==> src/rtl/span_layer_renderer_if.sv <==
// Pixel, timing, table-write and colour signals shared between the VGA
// timing/sequencer side and the span layer renderer.
interface span_if #(
  parameter int NUM_LAYERS    = 2,
  parameter int NUM_BANDS     = 16,
  parameter int SPANS_PER_ROW = 4,
  parameter int COORD_W       = 10,
  parameter int FRAME_W       = 10,
  parameter int COLOUR_W      = 6
);
  localparam int LAYER_W = (NUM_LAYERS > 1) ? $clog2(NUM_LAYERS) : 1;
  localparam int ADDR_W  = $clog2(NUM_BANDS * SPANS_PER_ROW);

  logic [COORD_W-1:0]   x_pos;
  logic [COORD_W-1:0]   y_pos;
  logic                 frame_start;
  logic                 line_start;
  logic [FRAME_W-1:0]   frame;
  logic [COLOUR_W-1:0]  bg_colour;
  logic                 wr_en;
  logic [LAYER_W-1:0]   wr_layer;
  logic [1:0]           wr_sel;
  logic [ADDR_W-1:0]    wr_addr;
  logic [COORD_W+7:0]   wr_data;
  logic [COLOUR_W-1:0]  colour;
  logic [NUM_LAYERS-1:0] layer_hit;

  modport master (
    output x_pos, y_pos, frame_start, line_start, frame, bg_colour,
           wr_en, wr_layer, wr_sel, wr_addr, wr_data,
    input  colour, layer_hit
  );

  modport slave (
    input  x_pos, y_pos, frame_start, line_start, frame, bg_colour,
           wr_en, wr_layer, wr_sel, wr_addr, wr_data,
    output colour, layer_hit
  );
endinterface

==> src/rtl/span_layer_renderer.sv <==
// Multi-layer scanline span renderer: each layer walks writable Y-band and
// X-span edge tables with frame-linear motion; fixed-priority composite.
module span_layer_renderer #(
  parameter int NUM_LAYERS    = 2,
  parameter int NUM_BANDS     = 16,
  parameter int SPANS_PER_ROW = 4,
  parameter int COORD_W       = 10,
  parameter int FRAME_W       = 10,
  parameter int COLOUR_W      = 6
) (
  input  logic clk,
  input  logic rst,
  span_if.slave bus
);
  localparam int BAND_W = $clog2(NUM_BANDS);
  localparam int SPAN_W = $clog2(SPANS_PER_ROW);
  localparam int NX     = NUM_BANDS * SPANS_PER_ROW;
  localparam int EW     = COORD_W + 1;
  localparam int PW     = FRAME_W + 9;

  logic [COORD_W-1:0]  y_base [NUM_LAYERS][NUM_BANDS];
  logic [7:0]          y_off  [NUM_LAYERS][NUM_BANDS];
  logic [COORD_W-1:0]  x_base [NUM_LAYERS][NX];
  logic [7:0]          x_off  [NUM_LAYERS][NX];
  logic [NUM_LAYERS-1:0] enable;
  logic [BAND_W-1:0]   band_base [NUM_LAYERS];
  logic [COLOUR_W-1:0] in_colour [NUM_LAYERS];

  logic [BAND_W-1:0]   y_idx [NUM_LAYERS];
  logic [SPAN_W:0]     x_idx [NUM_LAYERS];
  logic [NUM_LAYERS-1:0] in_span;
  logic [NUM_LAYERS-1:0] y_match;
  logic [NUM_LAYERS-1:0] x_match;
  logic [NUM_LAYERS-1:0] hit;
  logic [COLOUR_W-1:0] next_colour;

  // Offset is signed 3.5 fixed point; the all-ones base is a never-match sentinel.
  function automatic logic edge_match(input logic [COORD_W-1:0] base,
                                      input logic [7:0]         off,
                                      input logic [FRAME_W-1:0] fr,
                                      input logic [COORD_W-1:0] pos);
    logic signed [PW-1:0] prod;
    logic [EW-1:0]        e;
    prod = $signed(off) * $signed({1'b0, fr});
    e    = {1'b0, base} + EW'(prod >>> 5);
    return (base != '1) && (e == {1'b0, pos});
  endfunction

  always_ff @(posedge clk) begin
    if (rst) begin
      for (int l = 0; l < NUM_LAYERS; l++) begin
        for (int b = 0; b < NUM_BANDS; b++) begin
          y_base[l][b] <= '1;
          y_off[l][b]  <= '0;
        end
        for (int e = 0; e < NX; e++) begin
          x_base[l][e] <= '1;
          x_off[l][e]  <= '0;
        end
        band_base[l] <= '0;
        in_colour[l] <= '0;
      end
      enable <= '0;
    end else if (bus.wr_en && (int'(bus.wr_layer) < NUM_LAYERS)) begin
      case (bus.wr_sel)
        2'd0: begin
          if (int'(bus.wr_addr) < NUM_BANDS) begin
            y_base[bus.wr_layer][bus.wr_addr[BAND_W-1:0]] <= bus.wr_data[COORD_W-1:0];
            y_off[bus.wr_layer][bus.wr_addr[BAND_W-1:0]]  <= bus.wr_data[COORD_W+7:COORD_W];
          end
        end
        2'd1: begin
          x_base[bus.wr_layer][bus.wr_addr] <= bus.wr_data[COORD_W-1:0];
          x_off[bus.wr_layer][bus.wr_addr]  <= bus.wr_data[COORD_W+7:COORD_W];
        end
        2'd2: begin
          if (int'(bus.wr_addr) == 0) begin
            enable[bus.wr_layer]    <= bus.wr_data[0];
            band_base[bus.wr_layer] <= bus.wr_data[BAND_W:1];
          end else if (int'(bus.wr_addr) == 1) begin
            in_colour[bus.wr_layer] <= bus.wr_data[COLOUR_W-1:0];
          end
        end
        default: ;
      endcase
    end
  end

  always_comb begin
    y_match = '0;
    x_match = '0;
    for (int l = 0; l < NUM_LAYERS; l++) begin
      y_match[l] = edge_match(y_base[l][y_idx[l]], y_off[l][y_idx[l]],
                              bus.frame, bus.y_pos);
      // x_idx == SPANS_PER_ROW means the row's edges are exhausted
      x_match[l] = !x_idx[l][SPAN_W] &&
                   edge_match(x_base[l][{y_idx[l], x_idx[l][SPAN_W-1:0]}],
                              x_off[l][{y_idx[l], x_idx[l][SPAN_W-1:0]}],
                              bus.frame, bus.x_pos);
    end
  end

  always_ff @(posedge clk) begin
    if (rst) begin
      for (int l = 0; l < NUM_LAYERS; l++) begin
        y_idx[l] <= '0;
        x_idx[l] <= '0;
      end
      in_span <= '0;
    end else begin
      for (int l = 0; l < NUM_LAYERS; l++) begin
        if (bus.frame_start) begin
          y_idx[l]   <= band_base[l];
          x_idx[l]   <= '0;
          in_span[l] <= 1'b0;
        end else if (bus.line_start) begin
          if (y_match[l] && (y_idx[l] != '1))
            y_idx[l] <= y_idx[l] + 1'b1;
          x_idx[l]   <= '0;
          in_span[l] <= 1'b0;
        end else if (x_match[l]) begin
          x_idx[l]   <= x_idx[l] + 1'b1;
          in_span[l] <= ~in_span[l];
        end
      end
    end
  end

  always_comb begin
    hit         = enable & in_span;
    next_colour = bus.bg_colour;
    for (int l = NUM_LAYERS - 1; l >= 0; l--)
      if (hit[l]) next_colour = in_colour[l];
  end

  always_ff @(posedge clk) begin
    if (rst) begin
      bus.colour    <= '0;
      bus.layer_hit <= '0;
    end else begin
      bus.colour    <= next_colour;
      bus.layer_hit <= hit;
    end
  end
endmodule
==> src/flat_wrapper.sv <==
// flat-port wrapper written by rule: the top's interface ports become plain ports
module span_layer_renderer_flat 
#(
  parameter int NUM_LAYERS    = 2,
  parameter int NUM_BANDS     = 16,
  parameter int SPANS_PER_ROW = 4,
  parameter int COORD_W       = 10,
  parameter int FRAME_W       = 10,
  parameter int COLOUR_W      = 6
)
  (clk, rst, bus_x_pos, bus_y_pos, bus_frame_start, bus_line_start, bus_frame, bus_bg_colour, bus_wr_en, bus_wr_layer, bus_wr_sel, bus_wr_addr, bus_wr_data, bus_colour, bus_layer_hit);
  span_if #(.NUM_LAYERS(NUM_LAYERS), .NUM_BANDS(NUM_BANDS), .SPANS_PER_ROW(SPANS_PER_ROW), .COORD_W(COORD_W), .FRAME_W(FRAME_W), .COLOUR_W(COLOUR_W)) bus_i ();
  input  logic clk;
  input  logic rst;
  input wire logic [$bits(bus_i.x_pos)-1:0] bus_x_pos;
  input wire logic [$bits(bus_i.y_pos)-1:0] bus_y_pos;
  input wire logic [$bits(bus_i.frame_start)-1:0] bus_frame_start;
  input wire logic [$bits(bus_i.line_start)-1:0] bus_line_start;
  input wire logic [$bits(bus_i.frame)-1:0] bus_frame;
  input wire logic [$bits(bus_i.bg_colour)-1:0] bus_bg_colour;
  input wire logic [$bits(bus_i.wr_en)-1:0] bus_wr_en;
  input wire logic [$bits(bus_i.wr_layer)-1:0] bus_wr_layer;
  input wire logic [$bits(bus_i.wr_sel)-1:0] bus_wr_sel;
  input wire logic [$bits(bus_i.wr_addr)-1:0] bus_wr_addr;
  input wire logic [$bits(bus_i.wr_data)-1:0] bus_wr_data;
  output wire logic [$bits(bus_i.colour)-1:0] bus_colour;
  output wire logic [$bits(bus_i.layer_hit)-1:0] bus_layer_hit;
  assign bus_i.x_pos = bus_x_pos;
  assign bus_i.y_pos = bus_y_pos;
  assign bus_i.frame_start = bus_frame_start;
  assign bus_i.line_start = bus_line_start;
  assign bus_i.frame = bus_frame;
  assign bus_i.bg_colour = bus_bg_colour;
  assign bus_i.wr_en = bus_wr_en;
  assign bus_i.wr_layer = bus_wr_layer;
  assign bus_i.wr_sel = bus_wr_sel;
  assign bus_i.wr_addr = bus_wr_addr;
  assign bus_i.wr_data = bus_wr_data;
  assign bus_colour = bus_i.colour;
  assign bus_layer_hit = bus_i.layer_hit;
  span_layer_renderer #(.NUM_LAYERS(NUM_LAYERS), .NUM_BANDS(NUM_BANDS), .SPANS_PER_ROW(SPANS_PER_ROW), .COORD_W(COORD_W), .FRAME_W(FRAME_W), .COLOUR_W(COLOUR_W)) u_core (.clk(clk), .rst(rst), .bus(bus_i));
endmodule
==> config.mk <==
export PLATFORM = sky130hd
export DESIGN_NAME = span_layer_renderer_flat
export DESIGN_NICKNAME = d
export VERILOG_FILES = /design/src/rtl/span_layer_renderer_if.sv /design/src/rtl/span_layer_renderer.sv /design/src/flat_wrapper.sv
export SDC_FILE = /design/constraint.sdc
export NUM_CORES = 2
export LEC_CHECK = 0
export BUFFER_PORTS_ARGS = -buffer_cell sky130_fd_sc_hd__buf_2
export CAP_MARGIN = 25
export CORE_MARGIN = 2
export CORE_UTILIZATION = 45
export DETAILED_ROUTE_END_ITERATION = 6
export PLACE_DENSITY = 0.66
export SYNTH_ARGS = -nofsm -noshare
export SYNTH_HDL_FRONTEND = slang
export SYNTH_SLANG_ARGS = --single-unit
==> constraint.sdc <==
create_clock -name clk -period 16.01 [get_ports clk]
set_input_delay 1.601 -clock clk [delete_from_list [all_inputs] [get_ports clk]]
set_output_delay 1.601 -clock clk [all_outputs]
set_load 0.02 [all_outputs]
Word level (Yosys, flattened, before mapping)
Memories as Yosys holds them, arrays and structs flattened.
Cells that the tools add are included.
{ "op_classes": {"add_sub_neg": 8, "n_mul": 4, "n_lt_le_gt_ge": 11, "eq_ne": 13, "mux": 116, "bitwise": 19, "n_reduce_logical": 23} }
{ "ops": {"columns": ["op", "count"], "rows": [
  ["640-bit 2-to-1 mux", 3],
  ["512-bit 2-to-1 mux", 3],
  ["640-bit OR reduction", 1],
  ["512-bit OR reduction", 1],
  ["160-bit 2-to-1 mux", 3],
  ["128-bit 2-to-1 mux", 3],
  ["160-bit OR reduction", 1],
  ["128-bit OR reduction", 1],
  ["10-bit binary-select mux with 6-bit select", 2],
  ["10-bit 2-to-1 mux", 10],
  ["8-bit binary-select mux with 6-bit select", 2],
  ["10-bit binary-select mux with 4-bit select", 2],
  ["8-bit 2-to-1 mux", 10],
  ["8-bit binary-select mux with 4-bit select", 2],
  ["8-bit by 11-bit multiplier with 16-bit output", 4],
  ["10-bit demux with 6-bit select", 1],
  ["1-bit 2-to-1 mux", 56],
  ["8-bit demux with 6-bit select", 1],
  ["10-bit by 11-bit adder with 11-bit output", 4],
  ["11-bit by 10-bit equality test with 1-bit output", 4],
  ["10-bit demux with 4-bit select", 1],
  ["10-bit != test (second input constant)", 4],
  ["8-bit demux with 4-bit select", 1],
  ["7-bit greater-or-equal comparator (second input constant)", 3],
  ["other kinds (30)", 71]
]} }
{ "word_totals": {"register_bits": 12, "mem_bits_rw": 2914, "in_bits": 68, "out_inout_bits": 8, "wordCells": 207, "memories": 8} }
{ "mem_list": {"columns": ["memory", "depth", "width", "rd", "rd_clocked_by_memory_dff", "wr", "line_no", "rtl"], "rows": [
  ["u_core.x_base", 2, 640, 2, 0, 2, "span_layer_renderer.sv:23", "logic [COORD_W-1:0] x_base [NUM_LAYERS][NX];"],
  ["u_core.x_off", 2, 512, 2, 0, 2, "span_layer_renderer.sv:24", "logic [7:0] x_off [NUM_LAYERS][NX];"],
  ["u_core.y_base", 2, 160, 2, 0, 2, "span_layer_renderer.sv:21", "logic [COORD_W-1:0] y_base [NUM_LAYERS][NUM_BANDS];"],
  ["u_core.y_off", 2, 128, 2, 0, 2, "span_layer_renderer.sv:22", "logic [7:0] y_off [NUM_LAYERS][NUM_BANDS];"],
  ["u_core.in_colour", 2, 6, 2, 0, 2, "span_layer_renderer.sv:27", "logic [COLOUR_W-1:0] in_colour [NUM_LAYERS];"],
  ["u_core.band_base", 2, 4, 2, 0, 2, "span_layer_renderer.sv:26", "logic [BAND_W-1:0] band_base [NUM_LAYERS];"],
  ["2 more memories", null, null, null, null, null, null, null]
]} }

Logic depth before layout (Yosys ltp)
An unclocked memory read counts as a cell.
{ "depth": {"ltp_word": 16, "mapped_depth": 40, "ltp_nobuf": 32} }

Worst setup path after synthesis
Ideal clock, no wire load.
{ "synth_path": {"path_kind": "register -> register", "startpoint": "mem u_core.x_idx[1][1] (netlist bit)", "endpoint": "mem u_core.x_idx[1][0] (netlist bit) (enable)", "setup_ps": 344, "arrival_time_ps": 9076, "required_time_ps": 15666, "path_slack_ps": 6590, "path_stages_with_launch": 36, "path_buffers": 7, "synth_period_minus_slack_ps": 9420, "cell_sequence": "edfxtp_1 buf_2 buf_2 buf_2 buf_4 buf_2 clkbuf_1 clkbuf_1 mux4_2 mux4_2 mux4_2 and2_1 fa_1 inv_1 fa_1 fa_1 fa_1 inv_1 ha_1 o21ai_0 a21boi_0 o21ai_0 a21boi_0 o21ai_0 nand2b_1 a21o_1 a21oi_1 xnor2_1 ha_1 xnor2_1 xnor2_1 nand3b_1 a21boi_0 nor3_1 or4_4 o21ai_0"} }
{ "synth_rtl": {"columns": ["item", "line_no", "rtl"], "rows": [
  ["start, declared", "span_layer_renderer.sv:30", "logic [SPAN_W:0] x_idx [NUM_LAYERS];"]
]} }

==> flow_summary_export.csv <==
group,metric,value,unit
clock_tree,cts_resized,0,
power,ir_drop,0.237,mV
clock_tree,clk_path_buf_depth,4,
clock_tree,hold_buffers,0,
synthesis,synth_ff_type,"edfxtp_1",
status,status,"finished, final reports clean",
global_routing,grt_max_degree,141,
min_path,hold_class,"register to register",
synthesis,synthAdderAreaFrac,0.0453,
synthesis,synth_top_family_by_area,"multiplexers",
detailed_routing,via_per_inst,6.16,
placement,dpl_worst_slack,5.63,ns
synthesis,syn-cell-area,0.135,mm2
clock_tree,clk_pin_slew_worst_paths,0.06,ns
die,die_height,552,um
setup_path,cp-end-kind,"register",
global_routing,grt_pass1_wl,542,mm
synthesis,syn_nets,8563,
synthesis,synthMuxAreaShare,0.144,
sta,rsz0062_at_grt,"false",
final_layout,final_cells,12244,
clock_tree,post-cts-setup-buffer-count,0,
placement,gp_congestion,0.893,
die,die_w,552,um
global_routing,grt_pass1_vias,75290,
final_layout,syn_to_final_growth,11.0,%
die,fp.coreArea,0.300,mm2
job,drv_cap,0,
sta,layout_setup_ws,5.62,ns
synthesis,synth_top_area_share,0.647,
final_layout,utilization,0.501,
synthesis,synth_compound_area_frac,0.0224,
die,start_util,0.452,
setup_path,crit_type,"register to register",
clock_tree,htreeDepth,5,
setup_path,worstPathArrival,10.93,ns
global_routing,antenna_found_initial,28,
detailed_routing,drt_iter0_markers,9134,
power,leakage,50.1,nW
synthesis,yosysWarnings,0,
final_layout,drive_above_1_share,0.223,
global_routing,overflow,0,
clock_tree,cts_made_buffers,304,
clock_tree,cts.sinks,2926,
synthesis,async_flop_share,0,
clock_tree,cts-root-buf,"clkbuf_16",
sta,fin_crit,10.39,ns
sta,fmax,96.2,MHz
detailed_routing,num_vias,75465,
synthesis,ys_ff_latch,2926,
sta,setup_viol,0,
sta,worstMarginPinSlew,1.22,ns
detailed_routing,wire_per_inst,30.7,um
sta,finalHoldViolCount,0,
setup_path,slowest_delay,0.74,ns
synthesis,syn_area_per_cell,16.7,um2
sta,finalSetupTns,0,ns
sta,min_period_over_period,0.649,
setup_path,cp.required,16.54,ns
die,ios,76,
detailed_routing,routed_wl,376,mm
detailed_routing,wl_met3,36.2,mm
detailed_routing,drc,0,
setup_path,slowest_stage,"a2111oi_2",
placement,dp.cells,11678,
power,powerDensity,157,mW/mm2
placement,hpwlAfterDp,225,mm
detailed_routing,drt_pre_antenna_iters,6,
setup_path,start_kind,"register",
sta,slew_viol_final,0,
placement,portBuffers,75,
detailed_routing,route.met2.wl,180,mm
detailed_routing,drt-met1-wl,147,mm
clock_tree,cts_tree,"built",
sta,clock_skew,0.0491,ns
detailed_routing,antenna_left,0,
synthesis,synth_edf_count,2914,
synthesis,seq_area_frac_synth,0.648,
final_layout,layout.nets,8480,
synthesis,synth_area_leaders,"edfxtp_1 (65%), mux4_2 (13%), and2_1 (3.3%), or3_1 (3.2%), fa_1 (2.9%)",
final_layout,fillerInstances,24140,
setup_path,cp_max_fo,102,
detailed_routing,top_layer,"met5",
die,num_rows,201,
synthesis,synth_cells,8123,
sta,worst_slew_margin_rel,0.185,
synthesis,yosys.area.top_type,"edfxtp_1",
synthesis,synth_xor_area_frac,0.00843,
die,die_area,0.305,mm2
global_routing,grt.total_usage,0.244,
synthesis,synth-simple-area-share,0.103,
synthesis,synth_cell_types,71,
clock_tree,clk_latency,0.89,ns
## critical path: cells and delay by family (launching register included)
| family | cells | cell delay (ns) |
|---|---|---|
| buffers and inverters | 3 | 1.26 |
| and+or+nand+nor | 5 | 1.26 |
| DFF | 1 | 0.42 |
| xor gates and xnor gates | 3 | 0.63 |
| adders and majority gates | 6 | 2.68 |
| AOI/OAI and AO/OA | 11 | 2.83 |
| muxes | 2 | 0.74 |
## through the flow
step	hold WS (ns)	cell area [um2]	total power, mW
2_1_floorplan	0.445	135000	15.0
3_3_place_gp	0.501	140000	16.6
4_1_cts	0.513	150000	23.7
6_report	0.501	150000	23.6
5_1_grt	0.540	150000	24.9
3_5_place_dp	0.503	140000	16.7
## area by class of cell
class	count	area (um2)	share of cell area
sequential	2926	87700	0.584
clock buffer	372	8080	0.0538
tap	3958	4950	0.0330
timing repair buffer	278	2310	0.0154
multi-input combinational	4280	44500	0.297
antenna	17	42.5	0.000283
inverter	250	938	0.00625
clock inverter	163	1540	0.0103
## report_power, final
| group | switching (mW) | internal, mW | leakage [nW] |
|---|---|---|---|
| registers | 0.110 | 8.83 | 28.7 |
| clock network | 2.97 | 4.01 | 4.66 |
| logic | 4.20 | 3.49 | 16.7 |
| total | 7.28 | 16.3 | 50.1 |
## logic make-up after synthesis
group,after synthesis
compound gates,437
xor+xnor,127
fa+ha+maj,372
buf+inv,917
flops,2926
mux,933
simple gates,2411
## worst paths after layout
kind                                          from                 end  slack (ns)  cells past startpoint
worst max-delay path            u_core.x_idx[1][0]  u_core.x_idx[1][2]        5.62                     30
worst min-delay path             u_core.in_span[0]   u_core.in_span[0]        0.50                      2
worst max register to register  u_core.x_idx[1][0]  u_core.x_idx[1][2]        5.62                     30
worst min register to register   u_core.in_span[0]   u_core.in_span[0]        0.50                      2
## synth_stat cells (all sizes together), types with 4 or more instances
| master | instances |
|---|---|
| edfxtp | 2914 |
| mux4 | 808 |
| and2 | 712 |
| or3 | 692 |
| clkbuf | 502 |
| nand2 | 259 |
| inv | 246 |
| or2 | 200 |
| fa | 196 |
| ha | 176 |
| buf | 165 |
| nor2 | 165 |
| and3 | 159 |
| mux2i | 101 |
| xnor2 | 92 |
| nand2b | 83 |
| a21oi | 80 |
| o21bai | 71 |
| o21ai | 54 |
| a22oi | 48 |
| nand3 | 44 |
| nor2b | 38 |
| a21o | 33 |
| xor2 | 33 |
| a31oi | 24 |
| mux2 | 24 |
| nor3 | 22 |
| a22o | 20 |
| a221oi | 17 |
| a211oi | 15 |
| a21boi | 13 |
| dfxtp | 12 |
| o22ai | 12 |
| nand3b | 10 |
| o21a | 9 |
| nand4 | 8 |
| o221ai | 8 |
| a2111oi | 6 |
| a311oi | 6 |
| o31ai | 6 |
| or3b | 5 |
| clkinv | 4 |
| nor4 | 4 |
## registers in the layout, indices dropped and copies added (netlist names)
name,cells
u_core.x_base,1280
u_core.in_colour,12
u_core.y_off,256
u_core.y_idx,8
u_core.x_off,1024
u_core.y_base,320
u_core.bus.colour,6
u_core.enable,2
u_core.bus.layer_hit,2
u_core.band_base,8
u_core.x_idx,6
u_core.in_span,2
## layout by cell type (no fill, tap or decap), types with 19 or more instances in the layout
master and instances:
edfxtp_1 2914, mux4_2 808, and2_1 703, or3_1 691
clkbuf_16 314, nand2_1 258, inv_1 246, or2_2 199
fa_1 196, buf_4 191, ha_1 176, and3_1 159
nor2_1 147, mux2i_1 101, xnor2_1 92, a21oi_1 79
clkinv_1 78, nand2b_1 73, clkbuf_1 58, buf_2 56
o21ai_0 52, a22oi_1 48, o21bai_4 36, nand3_1 35
nor2b_1 33, xor2_1 33, a21o_1 33, clkinv_2 33
o21bai_2 27, bufinv_16 26, mux2_2 24, a31oi_1 23
nor3_1 20, a22o_1 20, buf_12 19
## metal layers
layer / GRT usage / vias to the layer above
met3: 0.0485 / 614
met2: 0.388 / 3917
met5: 0 / -
li1: - / 31086
met1: 0.337 / 39840
met4: 0.0823 / 8
Power figures use the tool's default switching activity.
